`src/rtl/calc_fmt_pkg.sv`:
```
// Shared state encoding and ASCII constants for the result formatter.
package calc_fmt_pkg;

  localparam logic [2:0] StateIdle  = 3'd0;
  localparam logic [2:0] StateSign  = 3'd1;
  localparam logic [2:0] StateDigit = 3'd2;
  localparam logic [2:0] StateCr    = 3'd3;
  localparam logic [2:0] StateLf    = 3'd4;
  localparam logic [2:0] StateDone  = 3'd5;

  typedef enum logic [2:0] {
    StIdle  = StateIdle,
    StSign  = StateSign,
    StDigit = StateDigit,
    StCr    = StateCr,
    StLf    = StateLf,
    StDone  = StateDone
  } fmt_state_e;

  localparam logic [7:0] ASCII_MINUS   = 8'h2D;
  localparam logic [7:0] ASCII_CR      = 8'h0D;
  localparam logic [7:0] ASCII_LF      = 8'h0A;
  localparam logic [7:0] ASCII_ZERO    = 8'h30;
  localparam logic [7:0] ASCII_HEX_OFS = 8'h37;

endpackage

```
`src/rtl/nibble_to_ascii.sv`:
```
// Maps a 4-bit value to its uppercase ASCII hex character.
module nibble_to_ascii
  import calc_fmt_pkg::*;
(
  input  logic [3:0] i_nibble,
  output logic [7:0] o_ascii
);

  always_comb begin
    if (i_nibble < 4'd10) begin
      o_ascii = ASCII_ZERO + {4'b0000, i_nibble};
    end else begin
      o_ascii = ASCII_HEX_OFS + {4'b0000, i_nibble};
    end
  end

endmodule

```
`src/rtl/result_formatter.sv`:
```
// Renders a captured 32-bit result as ASCII hex (optional sign and CR LF) over valid/ready.
module result_formatter
  import calc_fmt_pkg::*;
#(
  parameter bit SIGNED         = 1'b1,
  parameter bit SUPPRESS_ZEROS = 1'b0,
  parameter bit APPEND_CRLF    = 1'b1
) (
  input  logic        i_clk,
  input  logic        i_rst,
  input  logic        i_calc_done,
  input  logic [31:0] i_calc_res,
  input  logic        i_tx_ready,
  output logic        o_tx_valid,
  output logic [7:0]  o_tx_data,
  output logic        o_busy,
  output logic        o_fmt_done,
  output logic        o_overrun
);

  fmt_state_e  r_state;
  fmt_state_e  w_state_next;
  logic [31:0] r_mag;
  logic [2:0]  r_idx;
  logic        r_seen;
  logic        r_overrun;

  logic        w_neg;
  logic [31:0] w_mag_in;
  logic [3:0]  w_nibble;
  logic [7:0]  w_digit;
  logic        w_skip;

  assign w_neg    = SIGNED && i_calc_res[31];
  assign w_mag_in = w_neg ? (~i_calc_res + 32'd1) : i_calc_res;
  assign w_nibble = r_mag[{r_idx, 2'b00} +: 4];
  // Leading zeros are dropped, but the units digit is always sent.
  assign w_skip   = SUPPRESS_ZEROS && !r_seen && (w_nibble == 4'd0) && (r_idx != 3'd0);

  nibble_to_ascii u_nibble_to_ascii (
    .i_nibble (w_nibble),
    .o_ascii  (w_digit)
  );

  always_comb begin
    w_state_next = r_state;
    o_tx_valid   = 1'b0;
    o_tx_data    = 8'h00;
    o_busy       = 1'b1;
    o_fmt_done   = 1'b0;
    unique case (r_state)
      StIdle: begin
        o_busy = 1'b0;
        if (i_calc_done) begin
          w_state_next = w_neg ? StSign : StDigit;
        end
      end
      StSign: begin
        o_tx_valid = 1'b1;
        o_tx_data  = ASCII_MINUS;
        if (i_tx_ready) begin
          w_state_next = StDigit;
        end
      end
      StDigit: begin
        if (!w_skip) begin
          o_tx_valid = 1'b1;
          o_tx_data  = w_digit;
          if (i_tx_ready && (r_idx == 3'd0)) begin
            w_state_next = APPEND_CRLF ? StCr : StDone;
          end
        end
      end
      StCr: begin
        o_tx_valid = 1'b1;
        o_tx_data  = ASCII_CR;
        if (i_tx_ready) begin
          w_state_next = StLf;
        end
      end
      StLf: begin
        o_tx_valid = 1'b1;
        o_tx_data  = ASCII_LF;
        if (i_tx_ready) begin
          w_state_next = StDone;
        end
      end
      StDone: begin
        o_busy       = 1'b0;
        o_fmt_done   = 1'b1;
        w_state_next = StIdle;
      end
      default: begin
        o_busy       = 1'b0;
        w_state_next = StIdle;
      end
    endcase
  end

  always_ff @(posedge i_clk) begin
    if (i_rst) begin
      r_state   <= StIdle;
      r_mag     <= 32'd0;
      r_idx     <= 3'd0;
      r_seen    <= 1'b0;
      r_overrun <= 1'b0;
    end else begin
      r_state   <= w_state_next;
      r_overrun <= i_calc_done && (r_state != StIdle);
      case (r_state)
        StIdle: begin
          if (i_calc_done) begin
            r_mag  <= w_mag_in;
            r_idx  <= 3'd7;
            r_seen <= 1'b0;
          end
        end
        StDigit: begin
          if (w_skip) begin
            r_idx <= r_idx - 3'd1;
          end else if (i_tx_ready) begin
            r_seen <= 1'b1;
            if (r_idx != 3'd0) begin
              r_idx <= r_idx - 3'd1;
            end
          end
        end
        default: ;
      endcase
    end
  end

  assign o_overrun = r_overrun;

endmodule

```
`config.mk`:
```
export PLATFORM = sky130hd
export DESIGN_NAME = result_formatter
export DESIGN_NICKNAME = d
export VERILOG_FILES = /design/src/rtl/calc_fmt_pkg.sv /design/src/rtl/nibble_to_ascii.sv /design/src/rtl/result_formatter.sv
export SDC_FILE = /design/constraint.sdc
export NUM_CORES = 1
export LEC_CHECK = 0
export CORE_UTILIZATION = 51
export CTS_CLUSTER_SIZE = 24
export DETAILED_ROUTE_END_ITERATION = 16
export PLACE_DENSITY = 0.87
export SLEW_MARGIN = 20
export SYNTH_ARGS = -nofsm -noshare
export SYNTH_HDL_FRONTEND = slang
export SYNTH_SLANG_ARGS = --single-unit
```
`constraint.sdc`:
```
create_clock -name i_clk -period 4.3 [get_ports i_clk]
set_input_delay 0.43 -clock i_clk [delete_from_list [all_inputs] [get_ports i_clk]]
set_output_delay 0.43 -clock i_clk [all_outputs]
set_load 0.005 [all_outputs]
```
**After elaboration in Yosys (flattened, before gate mapping)**

Cells that the tools add are included.

- Register bits after elaboration: 39

- Magnitude comparators: 1
- Bitwise logic cells: 1
- Add/subtract/negate cells: 4
- Equal/unequal tests: 12
- Muxes and demuxes: 16
- Reductions and logical operators: 11
- Shifts and indexed selects: 1

Operators by type and width:

| kind | number |
|---|---|
| $add 32x1->32 const B | 1 |
| $mux 32 | 1 |
| $not 32->32 | 1 |
| $pmux 8 s4 | 1 |
| $shiftx 32x6->4 | 1 |
| $mux 3 | 8 |
| $pmux 3 s5 | 1 |
| $add 6x4->7 const A | 2 |
| $ne 2x2->1 const B | 7 |
| $mux 8 | 1 |
| $eq 3x2->1 const B | 2 |
| $eq 3x3->1 const B | 2 |
| $logic_not 3->1 | 2 |
| $pmux 3 s2 | 1 |
| $reduce_bool 3->1 | 2 |
| $reduce_and 5->1 | 1 |
| $lt 4x4->1 const B | 1 |
| $reduce_and 4->1 | 1 |
| $reduce_or 4->1 | 1 |
| $eq 3x1->1 const B | 1 |
| $sub 3x1->3 const B | 1 |
| $logic_and 1x1->1 | 2 |
| $mux 1 | 2 |
| $mux 2 | 1 |
| 2 further kinds | 2 |

**Depth between registers and ports, before layout**

- Depth after elaboration: 4
- Gate-level depth with buffers: 8

**Modules after synthesis**

Synthesis repeated with hierarchy kept, for this count alone.

- Cells, all modules: 330
- Area total of the unflattened synthesis: 2721.4 um^2

Modules (own cells, without submodules):

| module | area an instance (um^2) | instances | cells each |
|---|---|---|---|
| result_formatter | 2616.3 | 1 | 314 |
| nibble_to_ascii | 105.1 | 1 | 16 |

**Worst setup path after synthesis**

OpenSTA, ideal clock, no wires.

- Path kind: reg-to-output
- Start: register r_idx[0]
- End: output port o_tx_data[5]
- Slack: 1.806 ns
- Cell stages (with the launch flop): 7
- Data arrival time: 2.064 ns
- Cell sequence: dfxtp_1 -> buf_2 -> mux4_2 -> mux2i_1 -> a21oi_1 -> or3b_2 -> a21oi_1

- Word-level cells in the longest chain between the ends: 4
- Elaborated cells between the ends (all ways): 6
- Those cells by class: add/sub: 2; order compare: 1; shift: 1; mux: 2

Ends and longest elaborated chain:

| what | line | source |
|---|---|---|
| start, declared | result_formatter.sv:24 | `logic [2:0] r_idx;` |
| start signal, assigned | result_formatter.sv:120 | `r_idx <= r_idx - 3'd1;` |
| start signal, assigned | result_formatter.sv:124 | `r_idx <= r_idx - 3'd1;` |
| $shiftx 32x6->4 * | result_formatter.sv:36 | `assign w_nibble = r_mag[{r_idx, 2'b00} +: 4];` |
| $add 6x4->7, or another cell as far along | nibble_to_ascii.sv:13 | `o_ascii = ASCII_HEX_OFS + {4'b0000, i_nibble};` |
| $mux 8 * | nibble_to_ascii.sv:10 | `if (i_nibble < 4'd10) begin` |
| $pmux 8 s4 * | result_formatter.sv:51 | `unique case (r_state)` |
| end, declared | result_formatter.sv:15 | `output logic [7:0] o_tx_data,` |

Every way passes the cells marked *; elsewhere a longest branch is shown, timed or not.

**Worst setup path in the final report**

Same ends and word-level chain as after synthesis.

==> reports/results.ini <==
[routing]
drcViolationCount = 0
wl_per_cell_um = 15.6
totalWireLength_mm = 6.52
drt-pass1-iter-count = 4
vias_per_cell = 6.01
ant_nets = 0
drtIter0Drc = 202
vias = 2517

[floorplanning]
placeableCoreArea_um2 = 5110
fp.dieW_um = 74.8
initial_core_util_pct = 52.9
die_area_um2 = 5590
pin_count = 48
die_h_um = 74.8
rows = 26

[layout]
multi_input_area_um2 = 1780
syn_to_final_growth_pct = 20.9
utilization_pct = 64.0
n_fill_cell = 453
drive_gt1_share_pct = 9.46
fin_area_um2 = 3270
fin_cells = 419
regArea_um2 = 781
final_nets = 388
antenna_cells_inserted = 0

[critical_path]
cp_top_family = multiplexers
critPathKind = register to output pin
cp-startpoint = r_idx[0]
arrival_ns = 3.12
cp_common_cell = a21oi_1
worstReg2RegStart = r_state[0]
rrSetupSlack_ns = 1.97
cp_num_buf_inv = 1
cpPeakStageDelay_ns = 0.64
worstPathCellList = mux4_2 -> mux2i_1 -> a21oi_1 -> or3b_2 -> a21oi_1 -> clkdlybuf4s50_1
critPathCaptureType = output pin
cp_max_fo = 9
cp.required_ns = 3.87
cp_slowest_cell = dfxtp_1
cp-start-kind = register

[clock_tree]
worst_skew_pair.late_latency_ns = 0.30
cts_tree = done
clkTransAtPathRegs_ns = 0.08
cts_max_level = 2
cts_buffers = 5
clk_path_buf_depth = 2
holdBufCountCts = 0
cts.sinks = 39
ctsResizeCount = 0
clockRootBuffer = clkbuf_8
cts_setup_buffers = 0

[logic_synthesis]
ys_warn_count = 0
synthTopCellsByArea = dfxtp_1 (29%), mux4_2 (6.7%), xor2_1 (6.2%)
syn_nets = 360
async_reset_ff_share_pct = 0
synth-edff-count = 0
yosysMostFrequentCell = dfxtp_1
synth_area_um2 = 2700
synthDominantCellAreaShare_pct = 28.9
synth-seq-cells = 39
synth_common_cells = dfxtp_1 (39), nor2_1 (27), nand2_1 (23)
synthCells = 320
avgSynthCellArea_um2 = 8.45
yosysTopAreaCell = dfxtp_1
yosysUniqueCellTypes = 52
yosysSeqAreaShare_pct = 28.9
synth-main-ff-cell = dfxtp_1

[place]
numPortBuffers = 46
place_ws_ns = 1.05
place.gp.congestion = 0.844
placed_area_um2 = 3150
dp_hpwl_mm = 4.83
dp.cells = 411

[power_and_ir_drop]
power_density_nw_per_um2 = 375
leakage_uw = 0.00114
max-vdd-ir-drop_mv = 0.211

[status]
outcome = finished clean

[timing]
fin_setup_tns_ns = 0
max_freq_ghz = 0.282
rsz0062_at_grt = no
finalCriticalPeriod_ns = 3.55
slew_viol_final = 0
hold_viol_final = 0
finalWorstSetupSlack_ns = 0.748
period_share_pct = 82.6
clock_skew_ns = 0.00420
setup_viol = 0
worstMarginPinSlew_ns = 0.800
relSlewSlack_pct = 46.5

[worst_hold_path]
min-delay-path-class = register to register
min_from = r_mag[31]

[global_route]
grt_pass1_vias = 2195
grtUsageTotal_pct = 24.6
antenna_found_initial = 0
grt_overflow = 0
grt_pass1_wl_mm = 10.4
grt_start_max_net_pins = 39

[run]
drv_cap = 0

==> metal layers <==
| metal | vias up | track usage (%) | routed length [um] |
|---|---|---|---|
| met5 | - | 0 | 0 |
| met4 | 0 | 7.97 | 114 |
| met3 | 9 | 5.35 | 359 |
| met2 | 79 | 41.1 | 3190 |
| met1 | 1182 | 31.8 | 2860 |
| li1 | 1247 | - | - |
==> cell families after synthesis <==
family                     share of synthesized area, %
DFF                                                28.9
AOI/OAI and AO/OA                                  18.9
xor gates and xnor gates                           6.81
adders and majority gates                          1.85
other                                             0.139
buffers and inverters                              5.32
muxes                                              12.6
and+or+nand+nor                                    25.4
==> flip-flops by register name, summed over array words and instances (netlist names) <==
signal	flops
r_mag	32
r_state	3
r_idx	3
o_overrun	1
==> cells in the final DEF (no fill, tap or decap), types with 2 or more instances in the layout <==
master and instances:
a211oi_1 20, a21oi_1 18, buf_4 2, clkbuf_8 6
clkdlybuf4s50_1 46, dfxtp_1 39, ha_1 4, inv_1 7
mux2i_1 15, mux4_2 8, nand2_1 23, nand2b_1 3
nand3_1 3, nor2_1 27, nor2b_1 11, nor3_1 6
nor3b_1 9, nor4_1 6, nor4_2 2, o21ai_0 9
o22ai_1 10, o31ai_1 8, o41ai_1 3, or2_2 4
or3_1 7, or4_1 5, or4_4 4, xnor2_1 2
xor2_1 19
==> power by group <==
group	switching, uW	internal, uW	leakage [uW]	total [uW]
clock network	131	188	0.0000612	318
registers	65.8	418	0.000322	484
logic	208	214	0.000756	422
total	404	820	0.00114	1220
==> metrics by stage <==
stage	power, uW	hold WS [ns]
global placement	895	0.439
global route	1300	0.487
floorplan	762	0.420
finish	1220	0.463
CTS	1220	0.464
detailed placement	910	0.453
==> final timing paths <==
check	depth (start not counted)	end
worst max-delay path	6	o_tx_data[5]
worst min-delay path	2	r_mag[31]
worst max register to register	4	r_mag[17]
worst min register to register	2	r_mag[31]
==> worst register-to-register path: cells and delay by family, from the launching register on <==
family             cells  cell delay, ns
and+or+nand+nor        3            1.65
DFF                    1            0.44
AOI/OAI and AO/OA      1            0.16
==> cell type report <==
cell class	instances	share of cell area, %
tap	70	2.68
inverter	7	0.804
multi-input combinational	247	54.5
clock inverter	2	1.07
timing repair buffer	48	14.6
clock buffer	6	2.53
sequential	39	23.9
Note: power is estimated with default switching activity, not from simulation.
